[src/rtl/alu_pkg.sv]
// rtl/alu_pkg.sv - shared constants and state encoding for the arbitrated ALU
package alu_pkg;

  localparam int ALU_W = 4;

  localparam logic SEL_ADD = 1'b0;
  localparam logic SEL_AND = 1'b1;

  typedef enum logic [1:0] {
    IDLE = 2'd0,
    EXEC = 2'd1,
    RESP = 2'd2
  } alu_state_e;

endpackage

[src/rtl/pre_alu.sv]
// rtl/pre_alu.sv - 4-bit combinational ALU: sel=0 add (wrapping), sel=1 AND
module pre_alu
  import alu_pkg::*;
(
  input  logic [ALU_W-1:0] a,
  input  logic [ALU_W-1:0] b,
  input  logic             sel,
  output logic [ALU_W-1:0] c
);

  always_comb begin
    c = '0;
    case (sel)
      SEL_ADD: c = a + b;
      SEL_AND: c = a & b;
      default: c = '0;
    endcase
  end

endmodule

[src/rtl/alu_rr_arbiter.sv]
// rtl/alu_rr_arbiter.sv - round-robin sharing of one pre_alu between two
// valid/ready requesters, one operation in flight, registered tagged response
module alu_rr_arbiter
  import alu_pkg::*;
#(
  parameter int WIDTH     = ALU_W,
  parameter bit INIT_PRIO = 1'b0
) (
  input  logic             clk,
  input  logic             rst_n,
  input  logic             req0_valid,
  input  logic [WIDTH-1:0] req0_a,
  input  logic [WIDTH-1:0] req0_b,
  input  logic             req0_sel,
  output logic             req0_ready,
  input  logic             req1_valid,
  input  logic [WIDTH-1:0] req1_a,
  input  logic [WIDTH-1:0] req1_b,
  input  logic             req1_sel,
  output logic             req1_ready,
  output logic             rsp_valid,
  input  logic             rsp_ready,
  output logic             rsp_id,
  output logic [WIDTH-1:0] rsp_c,
  output logic             rsp_carry,
  output logic             busy
);

  alu_state_e       state_q;
  alu_state_e       state_d;
  logic             prio_q;
  logic [WIDTH-1:0] op_a;
  logic [WIDTH-1:0] op_b;
  logic             op_sel;
  logic             op_id;
  logic [WIDTH-1:0] alu_c;
  logic             add_ovf;
  logic             grant0;
  logic             grant1;

  // Ties go to prio; a lone valid is granted regardless of prio.
  assign grant0 = (state_q == IDLE) && req0_valid && (!req1_valid || (prio_q == 1'b0));
  assign grant1 = (state_q == IDLE) && req1_valid && (!req0_valid || (prio_q == 1'b1));

  assign add_ovf = ({1'b0, op_a} + {1'b0, op_b}) > {1'b0, {WIDTH{1'b1}}};

  pre_alu u_pre_alu (
    .a   (op_a),
    .b   (op_b),
    .sel (op_sel),
    .c   (alu_c)
  );

  always_ff @(posedge clk or negedge rst_n) begin
    if (!rst_n) begin
      state_q <= IDLE;
    end else begin
      state_q <= state_d;
    end
  end

  always_comb begin
    state_d = state_q;
    case (state_q)
      IDLE:    if (grant0 || grant1) state_d = EXEC;
      EXEC:    state_d = RESP;
      RESP:    if (rsp_ready) state_d = IDLE;
      default: state_d = IDLE;
    endcase
  end

  always_comb begin
    req0_ready = grant0;
    req1_ready = grant1;
    rsp_valid  = (state_q == RESP);
    busy       = (state_q == EXEC) || (state_q == RESP);
  end

  always_ff @(posedge clk or negedge rst_n) begin
    if (!rst_n) begin
      prio_q    <= INIT_PRIO;
      op_a      <= '0;
      op_b      <= '0;
      op_sel    <= 1'b0;
      op_id     <= 1'b0;
      rsp_id    <= 1'b0;
      rsp_c     <= '0;
      rsp_carry <= 1'b0;
    end else begin
      if (grant0 || grant1) begin
        op_a   <= grant1 ? req1_a   : req0_a;
        op_b   <= grant1 ? req1_b   : req0_b;
        op_sel <= grant1 ? req1_sel : req0_sel;
        op_id  <= grant1;
        prio_q <= ~grant1;
      end
      if (state_q == EXEC) begin
        rsp_c  <= alu_c;
        rsp_id <= op_id;
        case (op_sel)
          SEL_ADD: rsp_carry <= add_ovf;
          default: rsp_carry <= 1'b0;
        endcase
      end
    end
  end

endmodule

[config.mk]
export PLATFORM = sky130hd
export DESIGN_NAME = alu_rr_arbiter
export DESIGN_NICKNAME = d
export VERILOG_FILES = /design/src/rtl/alu_pkg.sv /design/src/rtl/pre_alu.sv /design/src/rtl/alu_rr_arbiter.sv
export SDC_FILE = /design/constraint.sdc
export NUM_CORES = 1
export LEC_CHECK = 0
export CORE_MARGIN = 2
export CORE_UTILIZATION = 25
export CTS_CLUSTER_DIAMETER = 120
export DETAILED_ROUTE_END_ITERATION = 12
export HOLD_SLACK_MARGIN = 0.12
export SYNTH_ARGS = -nofsm -noshare
export SYNTH_HDL_FRONTEND = slang
export SYNTH_SLANG_ARGS = --single-unit
[constraint.sdc]
create_clock -name clk -period 3.95 [get_ports clk]
set_input_delay 1.185 -clock clk [delete_from_list [all_inputs] [get_ports clk]]
set_output_delay 1.185 -clock clk [all_outputs]
set_load 0.05 [all_outputs]
==> results.json <==
{
  "cp-end-kind": "output port",
  "cts.repair.resized": 0,
  "clockBufferDepth": 2,
  "critPathMaxFanout": 12,
  "antenna_left": 0,
  "r2r_start": "op_a[0]",
  "setup_slack_ps": 377,
  "die_y_um": 70.6,
  "syn_to_final_growth_pct": 35.7,
  "hold_class": "flip-flop to flip-flop",
  "syn_avg_cell_area_um2": 9.55,
  "max-vdd-ir-drop_uv": 393,
  "power.leakage_uw": 0.000613,
  "finalHoldViolCount": 0,
  "dpl_worst_slack_ps": 378,
  "grt_usage_pct": 9.56,
  "cts_sinks": 19,
  "p_per_area_nw_per_um2": 838,
  "required_ps": 2760,
  "synthDistinctLibCells": 27,
  "first_iter_violations": 10,
  "crit_type": "input port to output port",
  "route.detailed.drc": 0,
  "cts_root_buffer": "clkbuf_8",
  "core-area_um2": 4320,
  "io_buffers": 32,
  "first_global_vias": 915,
  "fin_crit_sh_pct": 90.5,
  "dr.pass1.iters": 4,
  "max_freq_mhz": 280,
  "ys_seq_elements": 19,
  "fin_worst_skew_ps": 1.40,
  "ios": 33,
  "hold_buffers": 0,
  "arrival_ps": 2390,
  "syn_inst": 116,
  "grt_overflow": 0,
  "drv_cap": 0,
  "fin_hold_ws_ps": 494,
  "path_clk_slew_ps": 70,
  "nNetsFinal": 178,
  "setup_tns_ps": 0,
  "wl_per_cell_um": 11.8,
  "startpoint": "req1_valid",
  "worstMarginPinSlew_ps": 832,
  "diodes": 0,
  "relSlewSlack_pct": 44.4,
  "post_cts_buffers": 0,
  "grt_pass1_wl_um": 3910,
  "drt_wl_total_um": 2300,
  "fill_cells": 445,
  "drv_slew": 0,
  "dieArea_um2": 4980,
  "yosysWarnings": 0,
  "layout-drive-gt1-share_pct": 6.94,
  "min_from": "rsp_carry",
  "vias": 898,
  "htreeDepth": 1,
  "period_needed_ps": 3570,
  "rsz0062_at_grt": "no",
  "rows": 24,
  "insertion_delay_ps": 250,
  "grt_max_degree": 20,
  "cts_made_buffers": 3,
  "syn-cell-area_um2": 1110,
  "outcome": "complete, no violations",
  "yosysSeqAreaShare_pct": 42.9,
  "grt_antenna_before_repair": 0,
  "cp-start-kind": "input port",
  "cts_tree": "yes",
  "die_width_um": 70.6,
  "synth_nets": 149,
  "dpl.hpwl_um": 1940,
  "viasPerCell": 4.58,
  "place_congestion": 0.777,
  "setup_viol": 0,
  "start_util_pct": 25.6
}
==> cells in the final DEF, fill, tap and decap left out, drive strengths merged, types with 2 or more instances in the layout <==
| cell | netlist | layout |
|---|---|---|
| nor2 | 13 | 13 |
| ha | 9 | 9 |
| dfrtp | 19 | 19 |
| inv | 4 | 4 |
| a21oi | 7 | 7 |
| buf | 8 | 2 |
| mux2 | 4 | 4 |
| nor2b | 3 | 3 |
| clkbuf | 0 | 4 |
| nand2 | 5 | 5 |
| clkdlybuf4s50 | 0 | 30 |
| mux2i | 2 | 2 |
| o21ai | 11 | 11 |
| a31oi | 9 | 9 |
| nand3 | 11 | 11 |
==> logic make-up after synthesis <==
kind of cell,synth area share (%)
flip-flops,42.9
XOR/XNOR,0.791
buffers and inverters,6.33
AND/OR/NAND/NOR,15.3
multiplexers,5.88
AO/OA/AOI/OAI,16.8
adder cells (fa/ha/maj),12.0
==> metrics by stage <==
stage | util [%] | std cells | instance area (um2) | power (uW)
floorplan | - | 116 | 1110 | 949
global placement | 33.7 | 192 | 1460 | 1110
detailed placement | 33.7 | 192 | 1460 | 1140
CTS | 34.8 | 196 | 1500 | 1280
global route | 34.8 | 196 | 1500 | 1370
finish | 34.8 | 196 | 1500 | 1260
==> final cells by class <==
class                      instances  area (um2)  share of cell area (%)
multi-input combinational         85         562                    37.4
sequential                        19         475                    31.6
timing repair buffer              32         340                    22.6
tap                               52        65.1                    4.33
clock buffer                       4        45.0                    3.00
inverter                           4        15.0                   0.999
==> per-layer routing <==
layer | global-route usage [%] | up-vias | routed length (um)
met4 | 2.52 | 0 | 0
met5 | 0 | - | 0
met1 | 12.1 | 411 | 1120
li1 | - | 462 | -
met3 | 2.71 | 0 | 129
met2 | 16.1 | 25 | 1050
==> synthesized netlist by cell type <==
| master | instances | share of area, % |
|---|---|---|
| o21a_1 | 1 | 0.68 |
| nand3_1 | 11 | 5.0 |
| nor2b_1 | 2 | 1.1 |
| buf_2 | 5 | 2.3 |
| nand2b_1 | 1 | 0.57 |
| a2111o_1 | 1 | 1.0 |
| o22ai_1 | 1 | 0.57 |
| a21o_1 | 1 | 0.68 |
| fa_1 | 1 | 1.8 |
| xnor2_1 | 1 | 0.79 |
| nand2_1 | 5 | 1.7 |
| a31oi_1 | 9 | 5.1 |
| mux2i_1 | 2 | 1.8 |
| buf_4 | 1 | 0.68 |
| and3_1 | 1 | 0.57 |
| ha_1 | 9 | 10 |
| nor2_1 | 13 | 4.4 |
| buf_6 | 2 | 2.0 |
| and2_1 | 1 | 0.57 |
| o31ai_1 | 1 | 0.68 |
| mux2_2 | 4 | 4.1 |
| dfrtp_1 | 19 | 43 |
| a21oi_1 | 7 | 3.2 |
| inv_1 | 4 | 1.4 |
| nor2b_2 | 1 | 0.79 |
| o21ai_0 | 11 | 5.0 |
| nand4_1 | 1 | 0.57 |
==> state kept, by name, summed over array words and instances (netlist names) <==
signal     flops
op_sel         1
op_a           4
state_q        2
prio_q         1
op_b           4
rsp_carry      1
op_id          1
rsp_c          4
rsp_id         1
==> worst max-delay path, stage by stage <==
cell	delay, ps
clkdlybuf4s50_1	530
nand2_1	220
nor2_1	270
buf_12	170
==> power by group <==
| group | switching (uW) | total, uW | internal (uW) |
|---|---|---|---|
| Sequential | 78.3 | 371 | 293 |
| Combinational | 444 | 757 | 312 |
| Clock | 60.4 | 132 | 71.6 |
==> path summary, 6_finish.rpt <==
path,end,slack [ps],cells after the start
min in group asynchronous,op_id,1410,1
worst min-delay path,rsp_carry,490,2
max in group asynchronous,rsp_carry,2030,1
worst max-delay path,req1_ready,380,4
worst min register to register,rsp_carry,490,2
worst max register to register,rsp_c[2],2310,5
Power figures use the tool's default switching activity.
